File: config.mk
export PLATFORM = sky130hd
export DESIGN_NAME = decoder_host_link
export DESIGN_NICKNAME = d
export VERILOG_FILES = /design/src/rtl/decoder_host_link_pkg.sv /design/src/rtl/decoder_host_link_result_deserializer.sv /design/src/rtl/decoder_host_link.sv
export SDC_FILE = /design/constraint.sdc
export NUM_CORES = 1
export LEC_CHECK = 0
export ABC_AREA = 1
export CORE_ASPECT_RATIO = 1.75
export CORE_UTILIZATION = 41
export CTS_BUF_LIST = sky130_fd_sc_hd__clkbuf_8
export DETAILED_ROUTE_END_ITERATION = 16
export PLACE_DENSITY = 0.69
export RECOVER_POWER = 25
export SYNTH_ARGS = -nofsm -noshare
export SYNTH_HDL_FRONTEND = slang
export SYNTH_SLANG_ARGS = --single-unit
export TNS_END_PERCENT = 30
File: constraint.sdc
create_clock -name clk -period 3.2 [get_ports clk]
set_clock_uncertainty 0.05 [all_clocks]
set_input_delay 0.48 -clock clk [delete_from_list [all_inputs] [get_ports clk]]
set_output_delay 0.48 -clock clk [all_outputs]
set_load 0.05 [all_outputs]
File: src/rtl/decoder_host_link_pkg.sv
// Shared constants and sizing helpers so the decoding controller and its host link agree
// on the byte protocol and on the per-round framing widths.
package decoder_host_link_pkg;

  localparam logic [7:0] START_DECODING_MSG      = 8'h02;
  localparam logic [7:0] MEASUREMENT_DATA_HEADER = 8'h01;

  typedef enum logic [1:0] {
    TX_IDLE,
    TX_HDR,
    TX_WAIT_MEAS,
    TX_BYTES
  } tx_state_t;

  typedef enum logic [1:0] {
    RX_ITER,
    RX_CYC_HI,
    RX_CYC_LO,
    RX_CORR
  } rx_field_t;

  function automatic int bytes_per_round(input int grid_x, input int grid_z);
    return (grid_x * grid_z + 7) >> 3;
  endfunction

  function automatic int correction_count_per_round(input int grid_x, input int grid_z);
    return 2 * (grid_x - 1) * grid_z + 1 + grid_x * grid_z;
  endfunction

  function automatic int corr_bytes(input int grid_x, input int grid_z);
    return (correction_count_per_round(grid_x, grid_z) + 7) >> 3;
  endfunction

endpackage

File: src/rtl/decoder_host_link_result_deserializer.sv
// Parses the controller's result byte stream into iteration/cycle statistics and
// per-round correction words, with a valid/ready handshake on the correction output.
module decoder_host_link_result_deserializer
  import decoder_host_link_pkg::*;
#(
  parameter int CORR_COUNT = 11,
  parameter int CORR_BYTES = 2,
  parameter int ROUNDS     = 2,
  parameter int ROUND_W    = 1
) (
  input  logic                  clk,
  input  logic                  reset,
  input  logic                  busy,
  input  logic [7:0]            dec_out_data,
  input  logic                  dec_out_valid,
  output logic                  dec_out_ready,
  output logic [CORR_COUNT-1:0] corr_data,
  output logic [ROUND_W-1:0]    corr_round,
  output logic                  corr_valid,
  input  logic                  corr_ready,
  output logic [7:0]            iteration_count,
  output logic [15:0]           cycle_count,
  output logic                  stats_valid,
  output logic                  frame_error,
  output logic                  frame_done
);

  localparam int CNT_W = $clog2(3 + ROUNDS * CORR_BYTES);
  localparam int BI_W  = (CORR_BYTES > 1) ? $clog2(CORR_BYTES) : 1;

  logic [CNT_W-1:0]        rx_cnt;
  logic [BI_W-1:0]         byte_idx;
  logic [ROUND_W-1:0]      rx_round;
  logic [CORR_BYTES*8-1:0] asm_q;
  logic [CORR_BYTES*8-1:0] asm_n;
  rx_field_t               field;
  logic                    byte_acc;
  logic                    corr_acc;

  // Holding off result bytes while a word is pending guarantees nothing is overwritten.
  assign dec_out_ready = !corr_valid;
  assign byte_acc      = dec_out_valid && !corr_valid;
  assign corr_acc      = corr_valid && corr_ready;
  assign frame_done    = corr_acc && (corr_round == ROUND_W'(ROUNDS - 1));

  always_comb begin
    field = RX_CORR;
    if (rx_cnt == CNT_W'(0))      field = RX_ITER;
    else if (rx_cnt == CNT_W'(1)) field = RX_CYC_HI;
    else if (rx_cnt == CNT_W'(2)) field = RX_CYC_LO;
    asm_n = asm_q;
    asm_n[8*byte_idx +: 8] = dec_out_data;
  end

  always_ff @(posedge clk or posedge reset) begin
    if (reset) begin
      rx_cnt          <= '0;
      byte_idx        <= '0;
      rx_round        <= '0;
      asm_q           <= '0;
      corr_data       <= '0;
      corr_round      <= '0;
      corr_valid      <= 1'b0;
      iteration_count <= '0;
      cycle_count     <= '0;
      stats_valid     <= 1'b0;
      frame_error     <= 1'b0;
    end else begin
      stats_valid <= frame_done;
      frame_error <= byte_acc && !busy;
      if (corr_acc) corr_valid <= 1'b0;
      if (frame_done) begin
        rx_cnt   <= '0;
        byte_idx <= '0;
        rx_round <= '0;
      end
      if (byte_acc && busy) begin
        rx_cnt <= rx_cnt + 1'b1;
        unique case (field)
          RX_ITER:   iteration_count   <= dec_out_data;
          RX_CYC_HI: cycle_count[15:8] <= dec_out_data;
          RX_CYC_LO: cycle_count[7:0]  <= dec_out_data;
          default: begin
            asm_q <= asm_n;
            if (byte_idx == BI_W'(CORR_BYTES - 1)) begin
              corr_data  <= CORR_COUNT'(asm_n);
              corr_valid <= 1'b1;
              corr_round <= rx_round;
              byte_idx   <= '0;
              rx_round   <= rx_round + 1'b1;
            end else begin
              byte_idx <= byte_idx + 1'b1;
            end
          end
        endcase
      end
    end
  end

endmodule

File: src/rtl/decoder_host_link.sv
// Host-side link to the decoding controller: frames measurement rounds into its input
// byte stream and hands the result stream to the deserializer.
module decoder_host_link
  import decoder_host_link_pkg::*;
#(
  parameter  int GRID_WIDTH_X = 4,
  parameter  int GRID_WIDTH_Z = 1,
  parameter  int GRID_WIDTH_U = 5,
  localparam int ROUNDS                     = GRID_WIDTH_U / 2,
  localparam int BYTES_PER_ROUND            = bytes_per_round(GRID_WIDTH_X, GRID_WIDTH_Z),
  localparam int ALIGNED_PU_PER_ROUND       = BYTES_PER_ROUND * 8,
  localparam int CORRECTION_COUNT_PER_ROUND = correction_count_per_round(GRID_WIDTH_X, GRID_WIDTH_Z),
  localparam int CORR_BYTES                 = corr_bytes(GRID_WIDTH_X, GRID_WIDTH_Z),
  localparam int ROUND_W                    = (ROUNDS > 1) ? $clog2(ROUNDS) : 1
) (
  input  logic                                  clk,
  input  logic                                  reset,
  input  logic                                  start_valid,
  input  logic                                  start_cmd,
  output logic                                  start_ready,
  input  logic [ALIGNED_PU_PER_ROUND-1:0]       meas_data,
  input  logic                                  meas_valid,
  output logic                                  meas_ready,
  output logic [7:0]                            dec_in_data,
  output logic                                  dec_in_valid,
  input  logic                                  dec_in_ready,
  input  logic [7:0]                            dec_out_data,
  input  logic                                  dec_out_valid,
  output logic                                  dec_out_ready,
  output logic [CORRECTION_COUNT_PER_ROUND-1:0] corr_data,
  output logic [ROUND_W-1:0]                    corr_round,
  output logic                                  corr_valid,
  input  logic                                  corr_ready,
  output logic [7:0]                            iteration_count,
  output logic [15:0]                           cycle_count,
  output logic                                  stats_valid,
  output logic                                  busy,
  output logic                                  frame_error
);

  localparam int BYTE_IDX_W = (BYTES_PER_ROUND > 1) ? $clog2(BYTES_PER_ROUND) : 1;

  tx_state_t                       tx_state, tx_state_n;
  logic [7:0]                      in_data_n;
  logic                            in_valid_n;
  logic                            is_param, is_param_n;
  logic [ALIGNED_PU_PER_ROUND-1:0] shreg, shreg_n;
  logic [BYTE_IDX_W-1:0]           byte_idx, byte_idx_n;
  logic [ROUND_W-1:0]              tx_round, tx_round_n;
  logic                            busy_n;
  logic                            frame_done;

  always_ff @(posedge clk or posedge reset) begin
    if (reset) begin
      tx_state     <= TX_IDLE;
      dec_in_data  <= '0;
      dec_in_valid <= 1'b0;
      is_param     <= 1'b0;
      shreg        <= '0;
      byte_idx     <= '0;
      tx_round     <= '0;
      busy         <= 1'b0;
    end else begin
      tx_state     <= tx_state_n;
      dec_in_data  <= in_data_n;
      dec_in_valid <= in_valid_n;
      is_param     <= is_param_n;
      shreg        <= shreg_n;
      byte_idx     <= byte_idx_n;
      tx_round     <= tx_round_n;
      busy         <= busy_n;
    end
  end

  always_comb begin
    tx_state_n  = tx_state;
    in_data_n   = dec_in_data;
    in_valid_n  = dec_in_valid;
    is_param_n  = is_param;
    shreg_n     = shreg;
    byte_idx_n  = byte_idx;
    tx_round_n  = tx_round;
    busy_n      = busy;
    start_ready = 1'b0;
    meas_ready  = 1'b0;
    if (frame_done) busy_n = 1'b0;
    unique case (tx_state)
      TX_IDLE: begin
        start_ready = !busy;
        if (start_valid && !busy) begin
          is_param_n = start_cmd;
          in_data_n  = start_cmd ? START_DECODING_MSG : MEASUREMENT_DATA_HEADER;
          in_valid_n = 1'b1;
          if (!start_cmd) busy_n = 1'b1;
          tx_state_n = TX_HDR;
        end
      end
      TX_HDR: begin
        if (dec_in_ready) begin
          in_valid_n = 1'b0;
          tx_round_n = '0;
          tx_state_n = is_param ? TX_IDLE : TX_WAIT_MEAS;
        end
      end
      TX_WAIT_MEAS: begin
        meas_ready = 1'b1;
        if (meas_valid) begin
          // Byte 0 goes straight to the output register; the rest queue LSB-first.
          in_data_n  = meas_data[7:0];
          in_valid_n = 1'b1;
          shreg_n    = meas_data >> 8;
          byte_idx_n = '0;
          tx_state_n = TX_BYTES;
        end
      end
      TX_BYTES: begin
        if (dec_in_ready) begin
          if (byte_idx == BYTE_IDX_W'(BYTES_PER_ROUND - 1)) begin
            in_valid_n = 1'b0;
            if (tx_round == ROUND_W'(ROUNDS - 1)) begin
              tx_state_n = TX_IDLE;
            end else begin
              tx_round_n = tx_round + 1'b1;
              tx_state_n = TX_WAIT_MEAS;
            end
          end else begin
            in_data_n  = shreg[7:0];
            shreg_n    = shreg >> 8;
            byte_idx_n = byte_idx + 1'b1;
          end
        end
      end
      default: tx_state_n = TX_IDLE;
    endcase
  end

  decoder_host_link_result_deserializer #(
    .CORR_COUNT (CORRECTION_COUNT_PER_ROUND),
    .CORR_BYTES (CORR_BYTES),
    .ROUNDS     (ROUNDS),
    .ROUND_W    (ROUND_W)
  ) u_result_deserializer (
    .clk             (clk),
    .reset           (reset),
    .busy            (busy),
    .dec_out_data    (dec_out_data),
    .dec_out_valid   (dec_out_valid),
    .dec_out_ready   (dec_out_ready),
    .corr_data       (corr_data),
    .corr_round      (corr_round),
    .corr_valid      (corr_valid),
    .corr_ready      (corr_ready),
    .iteration_count (iteration_count),
    .cycle_count     (cycle_count),
    .stats_valid     (stats_valid),
    .frame_error     (frame_error),
    .frame_done      (frame_done)
  );

endmodule

==> results of run 1 <==
[per-stage QoR]
stage / instances / hold WS, ns
2_1_floorplan: 297 / 0.4034
3_3_place_gp: 444 / 0.4057
3_5_place_dp: 444 / 0.4090
4_1_cts: 460 / 0.4275
5_1_grt: 460 / 0.4388
6_report: 460 / 0.4228
[tightest hold or removal path, stage by stage (launching register included)]
cell and delay (ns):
dfrtp_1 0.35, nand2_1 0.05, nand2_1 0.04
[how the worst max path moves through the flow]
stage,startpoint,to,slack (ns),depth (start not counted)
6_report,tx_state[1]$_DFFE_PP0P_,meas_ready,0.79,3
5_1_grt,tx_state[1]$_DFFE_PP0P_,meas_ready,0.66,3
4_1_cts,tx_state[1]$_DFFE_PP0P_,meas_ready,0.76,3
3_5_place_dp,tx_state[0]$_DFFE_PP0P_,meas_ready,1.15,2
3_3_place_gp,tx_state[0]$_DFFE_PP0P_,start_ready,1.15,2
2_1_floorplan,busy$_DFF_PP0_,start_ready,0.94,1
[flip-flops by register name (all words and copies together) (netlist names), 2 cells and up]
name and flops:
u_result_deserializer.cycle_count 16, u_result_deserializer.corr_data 11, dec_in_data 8, u_result_deserializer.asm_q 8, u_result_deserializer.iteration_count 8, u_result_deserializer.rx_cnt 3
tx_state 2
[logic make-up (layout without fill, tap and decap cells)]
family,Yosys count,count (layout)
xor+xnor,1,1
compound gates,53,53
simple gates,138,138
flops,66,66
fa+ha+maj,3,3
buf+inv,36,117
[per-layer routing]
metal	vias to the layer above	global-route usage
met5	-	0
met4	0	0.08986
met3	8	0.03455
met2	48	0.3069
met1	1072	0.2263
li1	1126	-
[power by group through the flow]
stage,Clock (mW),Sequential [mW],Combinational (mW)
3_3_place_gp,0,1.45,2.42
5_1_grt,0.678,1.50,2.61
3_5_place_dp,0,1.46,2.45
6_report,0.613,1.45,2.43
2_1_floorplan,0,2.24,0.968
4_1_cts,0.636,1.46,2.46
[final cells by class]
| cell class | count | area [um^2] | area share |
|---|---|---|---|
| Clock buffer | 9 | 123.9 | 0.03246 |
| Clock inverter | 7 | 53.80 | 0.01410 |
| Inverter | 24 | 90.09 | 0.02361 |
| Multi-Input combinational cell | 195 | 1031 | 0.2702 |
| Sequential cell | 66 | 1652 | 0.4328 |
| Tap cell | 82 | 102.6 | 0.02689 |
| Timing Repair Buffer | 77 | 763.2 | 0.2000 |
[cells in the mapped netlist]
library cell	n	area, um^2
buf_2	4	20.02
o21ai_4	1	16.27
nand2_1	81	304.0
clkbuf_1	2	7.510
nand2_4	2	22.52
o21ai_1	26	130.1
inv_1	19	71.32
nand4_1	13	81.33
o22ai_1	2	12.51
dfrtp_1	66	1652
nand3_4	2	35.03
o21ai_0	3	15.01
buf_4	2	15.01
nor2_1	14	52.55
ha_1	3	37.54
xnor2_1	1	8.760
nand3_2	1	10.01
o21ai_2	9	78.83
o21bai_1	1	7.510
nor2_8	2	40.04
buf_6	4	45.04
o211ai_1	1	7.510
a21oi_1	10	50.05
nand2_2	3	18.77
nand3_1	17	85.08
nor3_1	1	5.000
nor2_2	2	12.51
inv_2	5	18.77
==> metrics, run 1 <==
Design Power=4.499 mW; Util after Layout=0.5750; hold_buf cts=0; via count=2254; outcome=finished, violations left; GRT overflow=0; CP endpoint kind=output port; Top Metal Used=met4; Arr. time, crit path=1.88 ns; Post-Synth Adder-Cell Area=0.01312; # fillers=624; final worst setup slack=0.7911 ns; post-synthesis compound-gate area fraction=0.1111; total CTS buffers=9; failing checks=capacitance limit, slew limit; worst r2r dst=u_result_deserializer.iteration_count[2]$_DFFE_PP0P_; Hold Crit Start=u_result_deserializer.corr_data[0]$_DFFE_PP0P_; critical-path cell list=inv_2 > nor2_8 > clkdlybuf4s50_1; cell area after synthesis=2860 um^2; layout cells sized above 1=0.1190; Warnings, synthesis=0; fin nets=400; post-layout minimum cycle time=2.409 ns; HP Class=register to register; DIE AREA=7327 um^2; largest net degree at the start of global routing=67; remaining antenna violation count=0; I/O pin total=76; max-slew violations=67; unrepaired setup endpoints after global routing=no; fin crit share=0.7528; startpoint types=register; Detailed Routing Iterations Pass 1=6; first-pass GRT wire length=10410 um; IO Port Bufs=75; Post-Synth XOR/XNOR Area=0.003062; hpwl dp=4365 um; pre-CTS setup slack=1.151 ns; CTS Root Cell=clkbuf_8; buffers and inverters on the worst path=2; setup bufs post-CTS=0; Comb power frac=0.540; Post-Synth Simple-Gate Area=0.2332; drt drc=0; die width=65.14 um; Area after DPL=3641 um^2; synth unique cells=28; clock slew at reported path FFs=0.08 ns; Sw Share=0.5008; reg2reg path depth=7; metal3 WL=231 um; worst reg2reg path startpoint=u_result_deserializer.rx_cnt[0]$_DFFE_PP0P_; family with the most delay on the worst path=buffers and inverters; Total Routed Length=6102 um; Max Cap Viol=1; Layout area overhead=33.42%; Final setup viols=0; CTS tree=yes; Inserted Diodes=0; design area=3816 um^2; initial antenna violation count=0; clock tree buffer depth=2; Least-Margin Pin Slew=1.603 ns; CP peak stage delay=0.83 ns; most frequent cells in the layout=nand2_1 (81), clkdlybuf4s50_1 (71), dfrtp_1 (66), o21ai_1 (26), inv_1 (18); Setup TNS=0 ns; Seq/Total Area, Yosys=0.5774; Peak VDD IR=0.0007261 V; GPL Wtd Cong=0.7610; commonest non-fill, non-tap cell in the layout=nand2_1; cts repair resizes=0; Clock Sinks=66; syn_nets=324; hold endpoint=u_result_deserializer.corr_data[0]$_DFFE_PP0P_; R2R setup slack=1.30 ns; vias in the first global route=2202; core box area=6636 um^2; Hold Vio Cnt, Final=0; H-tree lvl count=3; Sequential Power Share=0.323; Min-Delay Path Depth=2; worst-skew pair later-pin latency=0.33 ns; row count=39; clock network power share=0.136; Pint=2.246 mW; Die Y-Extent=112.5 um; Initial Util=0.4310; Psw=2.253 mW; routed vias/inst=4.900; CP Class=register to output port; Rel. slew slack=-0.06868; Crit Path Max Fanout=10; Syn Inst Count=297; metal2 WL=3225 um; drt wl/cell=13.27 um; CP Data Required Time=2.67 ns; met1 WL=2535 um; pwr dens=1179 nW/um^2; GRT Resource Usage Total=0.1847; Lkg Pwr=1.824 nW; post-synthesis mux area share=0; Initial DRC Count=82; Fmax=415.1 MHz; #FFs+latches synth=66; Avg Inst Size Synth=9.630 um^2; CP max-delay cell=clkdlybuf4s50_1; main combinational cell family by area after synthesis=simple AND/OR/NAND/NOR gates
(Power assumes the default switching activity.)
==> inputs of run 2 (changes only) <==
--- a/config.mk
+++ b/config.mk
@@ -10,7 +10,7 @@
 export CORE_UTILIZATION = 41
 export CTS_BUF_LIST = sky130_fd_sc_hd__clkbuf_8
 export DETAILED_ROUTE_END_ITERATION = 16
-export PLACE_DENSITY = 0.69
+export PLACE_DENSITY = 0.72
 export RECOVER_POWER = 25
 export SYNTH_ARGS = -nofsm -noshare
 export SYNTH_HDL_FRONTEND = slang
==> constraint.sdc (replaced) <==
create_clock -name clk -period 2 [get_ports clk]
set_clock_uncertainty 0.05 [all_clocks]
set_input_delay 0.3 -clock clk [delete_from_list [all_inputs] [get_ports clk]]
set_output_delay 0.3 -clock clk [all_outputs]
set_load 0.05 [all_outputs]
==> run 2 against run 1 <==
Die area did not move. Critical path depth fell by 2. Cell count rose by 0.65%. Critical path type unchanged. Clock-buffer cell count rose by 2. Clock power rose by 79%. Design area rose by 0.98%. The flow now finishes without violations. Via count rose by 0.31%.
==> metrics, run 2 (synthesis gave the netlist of run 1 again) <==
Fmax=532.2 MHz; clock network power share=0.150 (+0.014); max reg flops=16 (unchanged); vias in the first global route=2234 (+1.5%); Hold Vio Cnt, Final=0 (unchanged); crit path to=corr_round; Comb power frac=0.536 (-0.004); Max Cap Viol=0 (-1); register area=1652 um^2 (unchanged); worst reg2reg path startpoint=u_result_deserializer.rx_cnt[0]$_DFFE_PP0P_; fin crit share=0.9395; buffers and inverters on the worst path=1 (-1); CP max-delay cell=clkdlybuf4s50_1; CTS tree=yes; CTS Root Cell=clkbuf_8; Peak VDD IR=0.001139 V (+57%); first-pass GRT wire length=10550 um (+1.4%); outcome=finished, final reports clean; Crit Path Max Fanout=3 (-7); I/O pin total=76 (unchanged); reg2reg path depth=7 (unchanged); Sequential Power Share=0.313 (-0.010); clock slew at reported path FFs=0.07 ns (about the same); Clock Sinks=66 (unchanged); Largest regs=u_result_deserializer.cycle_count (16), u_result_deserializer.corr_data (11); drt drc=0 (unchanged); CP Class=register to output port; Rel. slew slack=0.5620 (+0.6306); Top reg by flops=u_result_deserializer.cycle_count; CP endpoint kind=output port; routed vias/inst=4.883 (-0.34%); Die Y-Extent=112.5 um (unchanged); worst setup path start=u_result_deserializer.corr_round$_DFFE_PP0P_; startpoint types=register; Arr. time, crit path=1.53 ns (-0.35 ns); HP Class=primary input to async pin; worst r2r dst=u_result_deserializer.cycle_count[10]$_DFFE_PP0P_; Hold WS=0.4032 ns (-0.01963 ns); R2R setup slack=0.29 ns (-1.01 ns); CP peak stage delay=0.81 ns (-0.02 ns); remaining antenna violation count=0 (unchanged); most frequent cells in the layout=nand2_1 (81), clkdlybuf4s50_1 (70), dfrtp_1 (66), o21ai_1 (26), inv_1 (22); GRT overflow=0 (unchanged); family with the most delay on the worst path=buffers and inverters; Pint=3.779 mW (+68%); initial antenna violation count=0 (unchanged); max-slew violations=0 (-100%); hpwl dp=4567 um (+4.6%); GPL Wtd Cong=0.7792 (+2.4%); layout cells sized above 1=0.1286 (+0.009561); post-layout minimum cycle time=1.879 ns; Psw=3.562 mW (+58%); Layout area overhead=34.73%; row count=39 (unchanged); Least-Margin Pin Slew=0.6571 ns (-0.9460 ns); area of the multi-input gates=1036 um^2 (+0.48%); Detailed Routing Iterations Pass 1=4 (-2); Final setup viols=0 (unchanged); Inserted Diodes=0 (unchanged); Setup TNS=0 ns (unchanged); clock tree buffer depth=2 (unchanged); Initial DRC Count=61 (-26%); drt wl/cell=13.37 um (+0.80%); core box area=6636 um^2 (unchanged); CP Data Required Time=1.65 ns (-1.02 ns); critical-path cell list=clkdlybuf4s50_1; IO Port Bufs=75 (unchanged); DIE AREA=7327 um^2 (unchanged); worst-skew pair later-pin latency=0.33 ns (about the same); pwr dens=1905 nW/um^2 (+62%); GRT Resource Usage Total=0.1894 (+0.004713); commonest non-fill, non-tap cell in the layout=nand2_1; total CTS buffers=9 (unchanged); Initial Util=0.4310 (unchanged); Sw Share=0.4852 (-0.01561); unrepaired setup endpoints after global routing=no; total stage count of the critical path=1 (-2); Lkg Pwr=1.871 nW (+2.5%); die width=65.14 um (unchanged); Total Routed Length=6191 um (+1.5%); via count=2261 (+0.31%); H-tree lvl count=3 (unchanged); fin nets=403 (+0.75%); # fillers=637 (+2.1%); largest net degree at the start of global routing=28 (-58%)
## run 2: worst min path at each step
stage / to / slack (ns) / cells past startpoint
floorplan: u_result_deserializer.corr_valid$_DFF_PP0_ / 0.33 / 1
global placement: u_result_deserializer.corr_data[5]$_DFFE_PP0P_ / 0.41 / 2
detailed placement: u_result_deserializer.corr_data[4]$_DFFE_PP0P_ / 0.41 / 2
CTS: u_result_deserializer.cycle_count[7]$_DFFE_PP0P_ / 0.24 / 2
global route: u_result_deserializer.corr_data[6]$_DFFE_PP0P_ / 0.44 / 2
finish: u_result_deserializer.cycle_count[7]$_DFFE_PP0P_ / 0.40 / 2
## run 2: cell type report
type | count | share of cell area
clock buffers | 11 | 0.03929
flip-flops and latches | 66 | 0.4286
inverters | 24 | 0.02370
multi-input cells | 195 | 0.2688
repair buffers | 80 | 0.2010
clock inverters | 5 | 0.01201
well taps | 82 | 0.02662
## run 2: stage by stage
step	instance area (um^2)	power [mW]	worst slack [ns]	instances	utilization
6_report	3854	7.341	0.1210	463	0.5807
5_1_grt	3854	7.781	0.07701	463	0.5807
4_1_cts	3886	7.420	0.09309	463	0.5856
3_5_place_dp	3690	6.302	0.2096	447	0.5560
3_3_place_gp	3690	6.227	0.2511	447	0.5560
2_1_floorplan	2869	5.140	0.2254	297	-
## run 2: timing repair
item | in CTS | in global routing
setup endpoints to repair | 1 | 0
buffers inserted | 0 | 0
hold endpoints to repair | 0 | 0
gates resized for setup | 1 | 0
hold buffers | 0 | 0
## run 2: per-layer routing
| metal | track usage | vias up | part of all wire |
|---|---|---|---|
| met5 | 0 | - | 0 |
| met4 | 0.09420 | 0 | 0.031 |
| met3 | 0.04573 | 17 | 0.035 |
| met2 | 0.3160 | 53 | 0.54 |
| met1 | 0.2233 | 1055 | 0.40 |
| li1 | - | 1136 | - |
## run 2: power groups by stage
stage / clock network [mW] / logic, mW / registers, mW
4_1_cts: 1.13 / 3.99 / 2.30
3_3_place_gp: 0 / 3.93 / 2.30
5_1_grt: 1.20 / 4.22 / 2.36
6_report: 1.10 / 3.94 / 2.30
3_5_place_dp: 0 / 3.99 / 2.31
2_1_floorplan: 0 / 1.55 / 3.59
